<file path="src/rtl/bit_serial_alu_seq.sv">
`default_nettype none
// ============================================================================
// Module      : bit_serial_alu_seq
// Description : Sequencer that runs a 32-bit ALU operation one bit per cycle
//               through an external 1-bit ALU slice, LSB first.
// Revision    : 1.0 - initial release
// ============================================================================
module bit_serial_alu_seq (
    input  logic        clk,
    input  logic        rst,
    input  logic        start,
    input  logic [31:0] a,
    input  logic [31:0] b,
    input  logic [3:0]  alu_ctl,
    output logic        sl_a,
    output logic        sl_b,
    output logic        sl_ainvert,
    output logic        sl_bnegate,
    output logic        sl_cin,
    output logic        sl_set_less,
    output logic [1:0]  sl_op,
    input  logic        sl_result,
    input  logic        sl_cout,
    input  logic        sl_set,
    output logic        busy,
    output logic        done,
    output logic [31:0] result,
    output logic        zero,
    output logic        overflow
);

    localparam logic [3:0] c_ctl_and = 4'b0000;
    localparam logic [3:0] c_ctl_or  = 4'b0001;
    localparam logic [3:0] c_ctl_add = 4'b0010;
    localparam logic [3:0] c_ctl_sub = 4'b0110;
    localparam logic [3:0] c_ctl_slt = 4'b0111;
    localparam logic [3:0] c_ctl_nor = 4'b1100;
    localparam logic [4:0] c_last_bit = 5'd31;

    typedef enum logic [1:0] {
        IDLE    = 2'd0,
        RUN     = 2'd1,
        SLT_FIX = 2'd2,
        DONE    = 2'd3
    } state_t;

    state_t      r_state;
    state_t      w_next_state;
    logic        w_accept;

    logic [31:0] r_a;
    logic [31:0] r_b;
    logic [3:0]  r_ctl;
    logic [4:0]  r_cnt;
    logic        r_carry;
    logic [30:0] r_shift;
    logic [31:0] r_result;
    logic        r_overflow;
    logic        r_cin31;
    logic        r_cout31;
    logic        r_set31;

    logic        w_ainv;
    logic        w_bneg;
    logic [1:0]  w_op;
    logic        w_legal;
    logic        w_arith;
    logic        w_is_slt;
    logic        w_last;

    always_comb begin
        w_ainv  = 1'b0;
        w_bneg  = 1'b0;
        w_op    = 2'd0;
        w_legal = 1'b1;
        case (r_ctl)
            c_ctl_and: w_op = 2'd0;
            c_ctl_or:  w_op = 2'd1;
            c_ctl_add: w_op = 2'd2;
            c_ctl_sub: begin w_bneg = 1'b1; w_op = 2'd2; end
            c_ctl_slt: begin w_bneg = 1'b1; w_op = 2'd3; end
            c_ctl_nor: begin w_ainv = 1'b1; w_bneg = 1'b1; w_op = 2'd0; end
            default:   w_legal = 1'b0;
        endcase
    end

    assign w_arith  = (r_ctl == c_ctl_add) || (r_ctl == c_ctl_sub);
    assign w_is_slt = (r_ctl == c_ctl_slt);
    assign w_last   = (r_cnt == c_last_bit);

    always_ff @(posedge clk) begin
        if (rst) begin
            r_state <= IDLE;
        end else begin
            r_state <= w_next_state;
        end
    end

    always_comb begin
        w_next_state = r_state;
        w_accept     = 1'b0;
        busy         = 1'b0;
        done         = 1'b0;
        sl_a         = 1'b0;
        sl_b         = 1'b0;
        sl_ainvert   = 1'b0;
        sl_bnegate   = 1'b0;
        sl_cin       = 1'b0;
        sl_set_less  = 1'b0;
        sl_op        = 2'd0;
        case (r_state)
            IDLE: begin
                if (start) begin
                    w_accept     = 1'b1;
                    w_next_state = RUN;
                end
            end
            RUN: begin
                busy       = 1'b1;
                // Illegal controls feed zeros so the AND pass yields zero.
                sl_a       = w_legal & r_a[r_cnt];
                sl_b       = w_legal & r_b[r_cnt];
                sl_ainvert = w_ainv;
                sl_bnegate = w_bneg;
                sl_op      = w_op;
                sl_cin     = (r_cnt == 5'd0) ? w_bneg : r_carry;
                if (w_last) begin
                    w_next_state = w_is_slt ? SLT_FIX : DONE;
                end
            end
            SLT_FIX: begin
                busy         = 1'b1;
                w_next_state = DONE;
            end
            DONE: begin
                done = 1'b1;
                if (start) begin
                    w_accept     = 1'b1;
                    w_next_state = RUN;
                end else begin
                    w_next_state = IDLE;
                end
            end
            default: w_next_state = IDLE;
        endcase
    end

    always_ff @(posedge clk) begin
        if (rst) begin
            r_a        <= 32'd0;
            r_b        <= 32'd0;
            r_ctl      <= 4'd0;
            r_cnt      <= 5'd0;
            r_carry    <= 1'b0;
            r_shift    <= 31'd0;
            r_result   <= 32'd0;
            r_overflow <= 1'b0;
            r_cin31    <= 1'b0;
            r_cout31   <= 1'b0;
            r_set31    <= 1'b0;
        end else if (w_accept) begin
            r_a     <= a;
            r_b     <= b;
            r_ctl   <= alu_ctl;
            r_cnt   <= 5'd0;
            r_carry <= 1'b0;
        end else if (r_state == RUN) begin
            r_cnt   <= r_cnt + 5'd1;
            r_carry <= sl_cout;
            r_shift <= {sl_result, r_shift[30:1]};
            if (w_last) begin
                r_cin31  <= sl_cin;
                r_cout31 <= sl_cout;
                r_set31  <= sl_set;
                // The visible result only changes at completion; SLT waits a cycle.
                if (!w_is_slt) begin
                    r_result   <= {sl_result, r_shift};
                    r_overflow <= w_arith & (sl_cin ^ sl_cout);
                end
            end
        end else if (r_state == SLT_FIX) begin
            r_result   <= {r_shift, r_set31 ^ r_cin31 ^ r_cout31};
            r_overflow <= 1'b0;
        end
    end

    assign result   = r_result;
    assign overflow = r_overflow;
    assign zero     = (r_result == 32'd0);

endmodule
`default_nettype wire

</file>
<file path="config.mk">
export PLATFORM = sky130hd
export DESIGN_NAME = bit_serial_alu_seq
export DESIGN_NICKNAME = d
export VERILOG_FILES = /design/src/rtl/bit_serial_alu_seq.sv
export SDC_FILE = /design/constraint.sdc
export NUM_CORES = 1
export LEC_CHECK = 0
export ABC_AREA = 1
export CAP_MARGIN = 10
export CORE_UTILIZATION = 45
export DETAILED_ROUTE_END_ITERATION = 12
export PLACE_DENSITY = 0.71
export SKIP_CTS_REPAIR_TIMING = 1
export SLEW_MARGIN = 10
export SYNTH_ARGS = -nofsm -noshare
export SYNTH_HDL_FRONTEND = slang
export SYNTH_SLANG_ARGS = --single-unit
</file>
<file path="constraint.sdc">
create_clock -name clk -period 4 [get_ports clk]
set_input_delay 0.8 -clock clk [delete_from_list [all_inputs] [get_ports clk]]
set_output_delay 0.8 -clock clk [all_outputs]
set_load 0.005 [all_outputs]
</file>
==> results of run 1 <==
[final timing paths]
check	slack (ns)	start	end
max	0.56	r_cnt[0]	sl_cin
min	0.47	r_carry	r_carry
max reg2reg	1.58	r_state[0]	r_a[16]
min reg2reg	0.47	r_carry	r_carry
[critical path, stage by stage (launching register included)]
cell and delay (ns):
dfxtp_1 0.31, inv_1 0.57, ha_1 0.26, nand2_1 0.05, nor2_1 0.16, nor2_1 0.06
nor2_1 0.12, nand2_1 0.11, inv_1 0.08, clkdlybuf4s50_1 0.50
[state kept, by name, indices dropped and copies added (netlist names)]
name and cells:
r_set31 1, r_shift 31, r_cout31 1, result 32
r_carry 1, r_ctl 4, r_state 2, r_cin31 1
r_cnt 5, r_b 32, overflow 1, r_a 32
[stage by stage]
step	hold WS [ns]	worst slack (ns)
3_3_place_gp	0.453	1.09
3_5_place_dp	0.456	1.03
2_1_floorplan	0.441	1.87
4_1_cts	0.466	0.559
6_report	0.470	0.563
5_1_grt	0.478	0.333
[cell usage in the layout (no fill, tap or decap), drive strengths merged, types with 16 or more instances in the layout]
cell,netlist,final
a211oi,31,31
clkbuf,27,17
clkdlybuf4s50,0,115
dfxtp,143,143
inv,28,33
mux2i,31,31
nand2,59,59
nand3,16,16
nor2,258,258
o21ai,112,112
[cell usage after synthesis, drive strengths merged]
cell | number | share of area [%]
nor2 | 258 | 16
nor4 | 9 | 0.93
xnor2 | 1 | 0.14
ha | 8 | 1.6
clkbuf | 27 | 1.7
mux2i | 31 | 5.1
nand3 | 16 | 1.3
dfxtp | 143 | 47
nor3 | 8 | 0.74
o21ai | 112 | 9.2
o22ai | 4 | 0.41
inv | 28 | 1.7
nand2 | 59 | 3.7
a21oi | 15 | 1.3
a31oi | 1 | 0.10
conb | 1 | 0.062
nand4 | 3 | 0.31
buf | 27 | 2.8
a211oi | 31 | 5.6
[logic make-up (layout without fill, tap and decap cells)]
logic type      count (synthesis)  count (layout)  synth area share [%]
xor+xnor                        1               1                 0.144
compound gates                163             163                  16.6
flops                         143             143                  47.2
fa+ha+maj                       8               8                  1.65
simple gates                  353             353                  23.0
mux                            31              31                  5.11
other cells                     1               1                0.0618
buf+inv                        82             186                  6.19
[per-layer routing]
layer / global-route usage, % / part of all wire [%]
met3: 6.10 / 6.1
met2: 32.8 / 44
met5: 0 / 0
met1: 28.6 / 49
met4: 8.17 / 1.4
[power by group through the flow]
stage          Clock, mW  Sequential (mW)  Combinational (mW)
2_1_floorplan          0             2.10                1.43
3_3_place_gp           0             2.16                2.05
3_5_place_dp           0             2.16                2.08
4_1_cts             1.64             2.14                2.10
5_1_grt             1.72             2.19                2.35
6_report            1.62             2.14                2.08
[layout make-up]
class,instances,area [sq um]
clock inverter,15,181
inverter,28,105
clock buffer,17,425
tap,176,220
timing repair buffer,126,1230
sequential,143,2860
multi-input combinational,557,2840
fill,1207,5320
==> flow_metrics.env, run 1 <==
export IMPL_fin_tns_setup_ns=0
export IMPL_antenna_cells=0
export IMPL_pwr_share_clk_pct=27.8
export IMPL_setup_viol=0
export IMPL_slew_headroom_pct=47.5
export IMPL_worst_pin_slew_ns=0.786
export IMPL_wire_per_inst_microns=13.3
export IMPL_r2r_cells=8
export IMPL_p_int_mw=3.79
export IMPL_gp_congestion=0.769
export IMPL_fin_util_pct=59.6
export IMPL_ys_seq_area_share_pct=47.2
export IMPL_row_count=42
export IMPL_ir_drop_v=0.000422
export IMPL_drt_iter0_drc=409
export IMPL_synthDistinctLibCells=30
export IMPL_finalClockSkew_ns=0.0111
export IMPL_status="finished, final reports clean"
export IMPL_nets=955
export IMPL_drive_above_1_share_pct=8.24
export IMPL_power_mw=5.84
export IMPL_finalNonFillerCells=1062
export IMPL_grt_pass1_wl_microns=23900
export IMPL_start_util_pct=46.0
export IMPL_dr_pass1_iters=5
export IMPL_root_buffer="clkbuf_16"
export IMPL_hold_viol_final=0
export IMPL_power_density_mw_per_mm2=742
export IMPL_seqPwrFrac_pct=36.6
export IMPL_place_area_sq_mm=0.00726
export IMPL_grt_max_degree=65
export IMPL_report_final_slew_viol_count=0
export IMPL_max_freq_ghz=0.291
export IMPL_clk_latency_ns=0.42
export IMPL_syn_to_final_growth_pct=29.7
export IMPL_cts_htree_levels=4
export IMPL_worstHoldPathType="register to register"
export IMPL_startpoint_type="register"
export IMPL_vias=5350
export IMPL_rsz0062_at_grt="false"
export IMPL_final_area_sq_mm=0.00787
export IMPL_syn_area_sq_mm=0.00607
export IMPL_pin_count=118
export IMPL_leakage_nw=3.11
export IMPL_synth_fp_nets=864
export IMPL_dpl_hpwl_microns=9460
export IMPL_cts_buffers=17
export IMPL_clk_pin_slew_ns=0.06
export IMPL_crit_required_ns=3.20
export IMPL_holdPathStages=2
export IMPL_place_inst=1030
export IMPL_dieArea_sq_mm=0.0140
export IMPL_cp_max_fo=28
export IMPL_fin_crit_ns=3.44
export IMPL_postRouteAntennaNets=0
export IMPL_routed_via_density=5.04
export IMPL_core_region_area_sq_mm=0.0132
export IMPL_grt_pass1_vias=5092
export IMPL_swShare_pct=35.1
export IMPL_critPathCaptureType="output port"
export IMPL_avgSynthCellArea_sq_um=7.76
export IMPL_routed_wl_microns=14100
export IMPL_cts_tree="done"
export IMPL_synth_warnings=0
export IMPL_die_h_microns=118
export IMPL_io_buffers=116
export IMPL_netlist_instances=782
export IMPL_power_switching_mw=2.05
export IMPL_yosys_register_bits=143
export IMPL_die_x_microns=118
export IMPL_path_class="register to output port"
export IMPL_pwr_share_comb_pct=35.6
export IMPL_cap_violations=0
export IMPL_grt_use_total_pct=21.4
export IMPL_gr_total_overflow=0
export IMPL_antenna_found_initial=0
export IMPL_clock_path_buffers=2
export IMPL_min_period_over_period_pct=85.9
export IMPL_worstPathArrival_ns=2.64
export IMPL_numClockSinks=143
export IMPL_drc_errors=0
Power figures use the tool's default switching activity.
==> inputs of run 2 (changes only) <==
Settings changed: CORE_UTILIZATION 45 to 55, PLACE_DENSITY 0.71 to 0.84.
==> flow_metrics.env, run 2 (synthesis results as in run 1) <==
export IMPL_crit_required_ns=3.20
export IMPL_place_inst=990
export IMPL_final_common_cell="nor2_1"
export IMPL_die_x_microns=107
export IMPL_worstPathArrival_ns=2.83
export IMPL_report_final_slew_viol_count=0
export IMPL_r2r_setup_slack_ns=1.58
export IMPL_cp_common_cell="nor2_1"
export IMPL_cts_tree="done"
export IMPL_pin_count=118
export IMPL_hold_viol_final=0
export IMPL_die_h_microns=107
export IMPL_antenna_cells=0
export IMPL_dpl_hpwl_microns=9840
export IMPL_cp_max_fo=33
export IMPL_finalClockSkew_ns=0.00656
export IMPL_clk_pin_slew_ns=0.06
export IMPL_finalNonFillerCells=1021
export IMPL_worstHoldPathType="register to register"
export IMPL_slew_headroom_pct=42.1
export IMPL_core_region_area_sq_mm=0.0105
export IMPL_r2r_cells=12
export IMPL_clock_path_buffers=2
export IMPL_drt_iter0_drc=390
export IMPL_critical_path_max_stage_delay_ns=0.63
export IMPL_row_count=37
export IMPL_hold_path_startpoint="r_b[2]"
export IMPL_path_depth=9
export IMPL_cp_top_family="buffers and inverters"
export IMPL_power_density_mw_per_mm2=765
export IMPL_clk_latency_ns=0.54
export IMPL_min_period_over_period_pct=90.9
export IMPL_reg2reg_from="r_cnt[0]"
export IMPL_grt_pass1_wl_microns=24700
export IMPL_setup_viol=0
export IMPL_status="finished, final reports clean"
export IMPL_fill_cells=759
export IMPL_io_buffers=116
export IMPL_ir_drop_v=0.000439
export IMPL_root_buffer="clkbuf_8"
export IMPL_grt_max_degree=72
export IMPL_critPathLaunch="r_cnt[0]"
export IMPL_cap_violations=0
export IMPL_cp_endpoint="sl_cin"
export IMPL_nets=955
export IMPL_routed_wl_microns=15200
export IMPL_critPathCaptureType="output port"
export IMPL_worst_pin_slew_ns=0.868
export IMPL_antenna_found_initial=0
export IMPL_cts_htree_levels=4
export IMPL_crit_slowest_cell="inv_1"
export IMPL_numClockSinks=143
export IMPL_path_class="register to output port"
export IMPL_postRouteAntennaNets=0
export IMPL_gp_congestion=0.862
export IMPL_dr_pass1_iters=5
export IMPL_place_ws_ns=0.989
export IMPL_fin_tns_setup_ns=0
export IMPL_max_freq_ghz=0.275
export IMPL_syn_to_final_growth_pct=29.3
export IMPL_drive_above_1_share_pct=7.80
export IMPL_startpoint_type="register"
export IMPL_finalWorstSetupSlack_ns=0.366
export IMPL_gr_total_overflow=0
export IMPL_dieArea_sq_mm=0.0115
export IMPL_fin_crit_ns=3.63
export IMPL_vias=5609
export IMPL_grt_pass1_vias=5297
export IMPL_rsz0062_at_grt="false"
export IMPL_leakage_nw=3.11
export IMPL_cts_buffers=17
export IMPL_start_util_pct=57.7
export IMPL_drc_errors=0
export IMPL_mostFrequentLayoutCells="257 x nor2_1, 143 x dfxtp_1, 115 x clkdlybuf4s50_1, 111 x o21ai_0, 56 x nand2_1"
export IMPL_r2r_end="result[30]"
export IMPL_routed_via_density=5.49
export IMPL_crit_buf_inv=3
export IMPL_cp_cell_sequence="inv_1 > ha_1 > nand2_1 > nor2_1 > nor2_1 > nor2_1 > nand2_1 > inv_1 > clkdlybuf4s50_1"
export IMPL_wire_per_inst_microns=14.9
export IMPL_grt_use_total_pct=27.5
run 2: changes by cell type in the layout (fill, tap and decap cells not counted), sizes merged:
cell,before,now
clkbuf,17,22
bufinv,3,5
clkinv,5,0
clkinvlp,2,3
inv,33,29
run 2: worst min-delay path by stage:
stage / to / slack, ns / depth (start not counted)
after floorplan: r_carry / 0.44 / 2
after global placement: r_carry / 0.45 / 2
after detailed placement: r_carry / 0.46 / 2
after CTS: r_carry / 0.47 / 2
after global routing: r_carry / 0.49 / 2
final: r_b[2] / 0.48 / 2
run 2: final cells by class:
class | count | area [sq um] | area share (%)
Sequential cell | 143 | 2860 | 36.5
Inverter | 28 | 105 | 1.34
Timing Repair Buffer | 126 | 1230 | 15.7
Tap cell | 136 | 170 | 2.17
Clock buffer | 22 | 453 | 5.77
Clock inverter | 9 | 181 | 2.31
Multi-Input combinational cell | 557 | 2840 | 36.2
run 2: through the flow:
step / power (mW) / cell area, sq um / utilization (%) / hold WS (ns)
after floorplan: 3.53 / 6070 / - / 0.441
after global placement: 4.17 / 7210 / 68.6 / 0.450
after detailed placement: 4.26 / 7210 / 68.6 / 0.458
after CTS: 5.99 / 7850 / 74.7 / 0.468
after global routing: 6.35 / 7850 / 74.7 / 0.490
final: 6.00 / 7850 / 74.7 / 0.479
run 2: where the power goes:
group	total, mW	internal, mW	switching, mW
Clock	1.70	1.11	0.590
Combinational	2.14	0.945	1.19
Sequential	2.16	1.85	0.310
Total	6.00	3.90	2.09
run 2: per-layer routing:
layer  track usage [%]  vias to the layer above  part of all wire [%]
li1                  -                     2753                     -
met1              34.1                     2601                    43
met2              46.2                      220                    48
met3              6.08                       35                   6.2
met4              11.3                        0                   2.4
met5                 0                        -                     0
run 2: tightest hold or removal path: stages, from the launching register on:
cell     delay, ns
dfxtp_1       0.32
nor2_1        0.05
nor2_1        0.08
==> inputs of run 3 (changes only) <==
Settings changed: CORE_MARGIN from default to 1.5, PLACE_DENSITY 0.84 to default, PLACE_DENSITY_LB_ADDON from default to 0.05.
==> flow_metrics.env, run 3 (synthesis results as in run 1) <==
export IMPL_status="finished, final reports clean"
export IMPL_root_buffer="clkbuf_8"
export IMPL_gp_congestion=0.836
export IMPL_place_ws_ns=0.994
export IMPL_syn_to_final_growth_pct=28.1
export IMPL_nets=953
export IMPL_routed_wl_microns=14200
export IMPL_grt_pass1_vias=4986
export IMPL_rsz0062_at_grt="false"
export IMPL_cap_violations=0
export IMPL_clock_path_buffers=2
export IMPL_fin_util_pct=72.0
export IMPL_finalNonFillerCells=1024
export IMPL_cts_buffers=17
export IMPL_place_inst=992
export IMPL_worstHoldPathType="register to register"
export IMPL_core_region_area_sq_mm=0.0108
export IMPL_cp_max_fo=33
export IMPL_drive_above_1_share_pct=8.03
export IMPL_antenna_cells=0
export IMPL_antenna_found_initial=0
export IMPL_ir_drop_v=0.000525
export IMPL_pin_count=118
export IMPL_worstPathArrival_ns=2.75
export IMPL_cts_tree="done"
export IMPL_dpl_hpwl_microns=9420
export IMPL_vias=5507
export IMPL_gr_total_overflow=0
export IMPL_die_x_microns=108
export IMPL_numClockSinks=143
export IMPL_report_final_slew_viol_count=0
export IMPL_finalWorstSetupSlack_ns=0.446
export IMPL_drc_errors=0
export IMPL_cts_htree_levels=4
export IMPL_leakage_nw=3.08
export IMPL_postRouteAntennaNets=0
export IMPL_setup_viol=0
export IMPL_hold_viol_final=0
export IMPL_critPathCaptureType="output port"
export IMPL_min_to="r_carry"
export IMPL_grt_max_degree=73
export IMPL_wire_per_inst_microns=13.8
export IMPL_routed_via_density=5.38
export IMPL_max_freq_ghz=0.281
export IMPL_reg2reg_from="r_state[1]"
export IMPL_power_density_mw_per_mm2=739
export IMPL_crit_required_ns=3.20
export IMPL_mostFrequentLayoutCells="257 x nor2_1, 143 x dfxtp_1, 115 x clkdlybuf4s50_1, 111 x o21ai_0, 56 x nand2_1"
export IMPL_start_util_pct=56.2
export IMPL_holdPathStages=2
export IMPL_grt_use_total_pct=25.5
export IMPL_dr_pass1_iters=5
export IMPL_clk_latency_ns=0.54
export IMPL_final_common_cell="nor2_1"
export IMPL_die_h_microns=108
export IMPL_dieArea_sq_mm=0.0117
export IMPL_fin_crit_ns=3.55
export IMPL_slew_headroom_pct=42.8
export IMPL_r2r_end="result[0]"
export IMPL_grt_pass1_wl_microns=23400
export IMPL_r2r_cells=10
export IMPL_clk_pin_slew_ns=0.06
export IMPL_hold_path_startpoint="r_carry"
export IMPL_finalClockSkew_ns=0.00781
export IMPL_io_buffers=116
export IMPL_path_class="register to output port"
export IMPL_row_count=38
export IMPL_timing_hold_ws_ns=0.465
export IMPL_drt_iter0_drc=399
export IMPL_startpoint_type="register"
export IMPL_r2r_setup_slack_ns=1.32
export IMPL_min_period_over_period_pct=88.8
export IMPL_worst_pin_slew_ns=0.857
export IMPL_fin_tns_setup_ns=0
## run 3: cell types whose count changed in the layout (fill, tap and decap cells not counted), sizes merged
cell,previous run,this run
bufinv,5,1
clkbuf,22,18
clkinvlp,3,2
buf,11,9
clkinv,0,5
inv,29,34
## run 3: cell type report
type	instances	area [sq um]
fillers	891	3020
well taps	140	175
clock inverters	14	130
repair buffers	124	1230
multi-input cells	557	2840
inverters	28	105
flip-flops and latches	143	2860
clock buffers	18	428
## run 3: per-stage QoR
stage,instance area (sq um),power (mW)
after global placement,7210,4.19
after detailed placement,7210,4.27
after global routing,7770,6.15
after floorplan,6070,3.53
final,7770,5.74
after CTS,7770,5.77
## run 3: worst max-delay path by stage
stage | slack [ns] | start | end
6_report | 0.45 | r_cnt[0] | sl_cin
5_1_grt | 0.20 | r_cnt[0] | sl_cin
4_1_cts | 0.41 | r_cnt[0] | sl_cin
3_5_place_dp | 0.99 | r_cnt[0] | sl_cin
3_3_place_gp | 1.03 | r_cnt[0] | sl_cin
2_1_floorplan | 1.87 | r_cnt[0] | sl_cin
## run 3: power by group
part           switching [mW]  total [mW]  internal (mW)
clock                   0.631        1.48          0.850
combinational            1.17        2.12          0.954
sequential              0.288        2.14           1.85
## run 3: layer usage
layer / wire length [microns] / up-vias / GRT usage, %
met1: 6450 / 2560 / 33.2
met3: 902 / 18 / 7.41
li1: - / 2758 / -
met5: 0 / - / 0
met2: 6680 / 171 / 40.5
met4: 147 / 0 / 8.65
## run 3: worst max-delay path, cell delays in order (launching register included)
cell,delay (ns)
dfxtp_1,0.31
inv_1,0.62
ha_1,0.26
nand2_1,0.05
nor2_1,0.15
nor2_1,0.06
nor2_1,0.12
nand2_1,0.10
inv_1,0.06
clkdlybuf4s50_1,0.50
==> variant (settings of run 1) <==
Encoding of `state_t`: now one-hot (4 bits for 4 states).
--- a/src/rtl/bit_serial_alu_seq.sv
+++ b/src/rtl/bit_serial_alu_seq.sv
@@ -38,9 +38,9 @@
     localparam logic [4:0] c_last_bit = 5'd31;
 
-    typedef enum logic [1:0] {
-        IDLE    = 2'd0,
-        RUN     = 2'd1,
-        SLT_FIX = 2'd2,
-        DONE    = 2'd3
+    typedef enum logic [3:0] {
+        IDLE    = 4'b0001,
+        RUN     = 4'b0010,
+        SLT_FIX = 4'b0100,
+        DONE    = 4'b1000
     } state_t;
 
Behaviour: same outputs for any inputs over 10 cycles, from zero or initial values and one cycle with rst high; not proved beyond that.
==> variant against run 1 <==
- clock skew shrank 0.0013 ns
- area after synthesis grew 1.4%
- first-iteration DRC count shrank 5.1%
- setup slack gained 0.027 ns
- cell area grew 1.9%
- routed wire length grew 3.9%
- largest cell class unchanged
- worst hold slack lost 0.017 ns
- critical path depth grew 1
- sequential cell count grew 2
Power is not compared: it rests on default switching activity, and its combinational part moved more than twofold at a synthesized area within 25%.
==> variant: results (changes against run 1) <==
final_layout:
  n_fill_cell: 1218  # +0.91%
  nNetsFinal: 1061  # +11%
  diodes: 0  # unchanged
  finalNonFillerCells: 1173  # +10%
  drive_gt1_share_pct: 4.915  # -3.3 points
grt:
  grt_pass1_wl_um: 24680  # +3.1%
  grt_pass1_vias: 5197  # +2.1%
  antenna_found_initial: 1  # +1
  grt_max_degree: 72  # +11%
  grt_use_total_pct: 21.69  # +0.24 points
placement:
  numPortBuffers: 116  # unchanged
  dp_hpwl_um: 9538  # +0.85%
  gp_congestion: 0.7741  # +0.66%
  place_ws_ns: 1.025  # -0.002460 ns
  dp_cells: 1141  # +11%
yosys:
  synthTopCellsByCount: "nand2_1, nor2_1, dfxtp_1"
  async_flop_share_pct: 0  # unchanged
  synth_edf_count: 0  # unchanged
  synthMuxAreaShare_pct: 0  # -5.1 points
  synth_compound_area_share_pct: 17.11  # +0.49 points
  yosys.area_share.adder_pct: 0.6103  # -1.0 points
  synthCells: 895  # +14%
  ys_seq_area_share_pct: 47.19  # about the same
  yosys-top-cells-area: "dfxtp_1, nand2_1, nor2_1, o21ai_0, a21oi_1"
  synthXorXnorAreaFrac_pct: 0.2848  # +0.14 points
  yosys_warnings: 0  # unchanged
  synth_cell_types: 27  # -10%
  synth_fp_nets: 972  # +13%
setup_path:
  reg2reg_depth: 12  # +4
  path_max_fanout: 17  # -39%
  critPathArrivalTime_ns: 2.61  # -0.03 ns
  slowest_delay_ns: 0.51  # -0.06 ns
  r2r_slack_ns: 1.25  # -0.33 ns
  slowest_stage: "clkdlybuf4s50_1"
  worstReg2RegEnd: "result[28]"
  regToRegStartpoint: "r_cnt[0]"
status:
  status: "completed"
route:
  firstDrtPassIters: 4  # -1
  first_iter_violations: 388  # -5.1%
  vias: 5704  # +6.6%
  drt-total-wl_um: 14660  # +3.9%
power:
  switching_power_uw: 899.3
  peakVddDrop_mv: 0.3018
  p_leak_uw: 0.003391
hold_path:
  hp-start: "r_a[25]"
  hold_path_end: "r_a[25]"
  min_path_cells: 2  # unchanged
sta:
  skew_ns: 0.009793  # -0.001282 ns
  tightest_slew_ns: 0.6553  # -0.1310 ns
clock_network:
  cts_inserted_buffers: 17  # unchanged
  htree_levels: 4  # unchanged
  path_clk_slew_ns: 0.06  # about the same
  clockBufferDepth: 2  # unchanged
  clockRootBuffer: "clkbuf_16"
variant: cells by family after synthesis:
logic type / Yosys count
xor gates and xnor gates: 2
DFF: 145
adders and majority gates: 3
AOI/OAI and AO/OA: 208
and+or+nand+nor: 391
other: 1
buffers and inverters: 145
variant: cell type report:
cell class                 count  area, µm²  area share [%]
timing repair buffer         127       1269           15.82
inverter                      88      330.3           4.119
sequential                   145       2903           36.19
clock inverter                13      182.7           2.278
tap                          176      220.2           2.746
multi-input combinational    605       2663           33.20
clock buffer                  19      452.9           5.647
variant: worst max path at each step:
stage,from,endpoint,slack [ns],cells after the start
after CTS,r_cnt[0],sl_cin,0.57,10
final,r_cnt[0],sl_cin,0.59,10
after detailed placement,r_cnt[0],sl_cin,1.03,10
after floorplan,r_cnt[1],sl_cin,1.84,9
after global placement,r_cnt[0],sl_cin,1.06,10
after global routing,r_cnt[0],sl_cin,0.39,10
variant: stage by stage:
step           utilization (%)  area, µm²  hold WS, ns
3_5_place_dp             55.54       7385       0.4456
6_report                 60.32       8020       0.4527
5_1_grt                  60.32       8020       0.4726
3_3_place_gp             55.54       7385       0.4402
4_1_cts                  60.32       8020       0.4540
2_1_floorplan                -       6151       0.4292
variant: power by group through the flow:
stage / combinational, µW / sequential (µW) / clock, µW
5_1_grt: 510 / 1600 / 1780
3_5_place_dp: 445 / 1620 / 0
6_report: 447 / 1590 / 1690
4_1_cts: 451 / 1590 / 1710
2_1_floorplan: 273 / 1610 / 0
3_3_place_gp: 442 / 1620 / 0
variant: layer usage:
metal  track usage (%)  vias to the layer above  wire, µm  part of all wire (%)
li1                  -                     3019         -                     -
met1             28.00                     2548      6871                    47
met2             35.12                      122      6811                    46
met3             5.843                       13       816                   5.6
met4             6.883                        2       148                   1.0
met5                 0                        -        13                 0.089
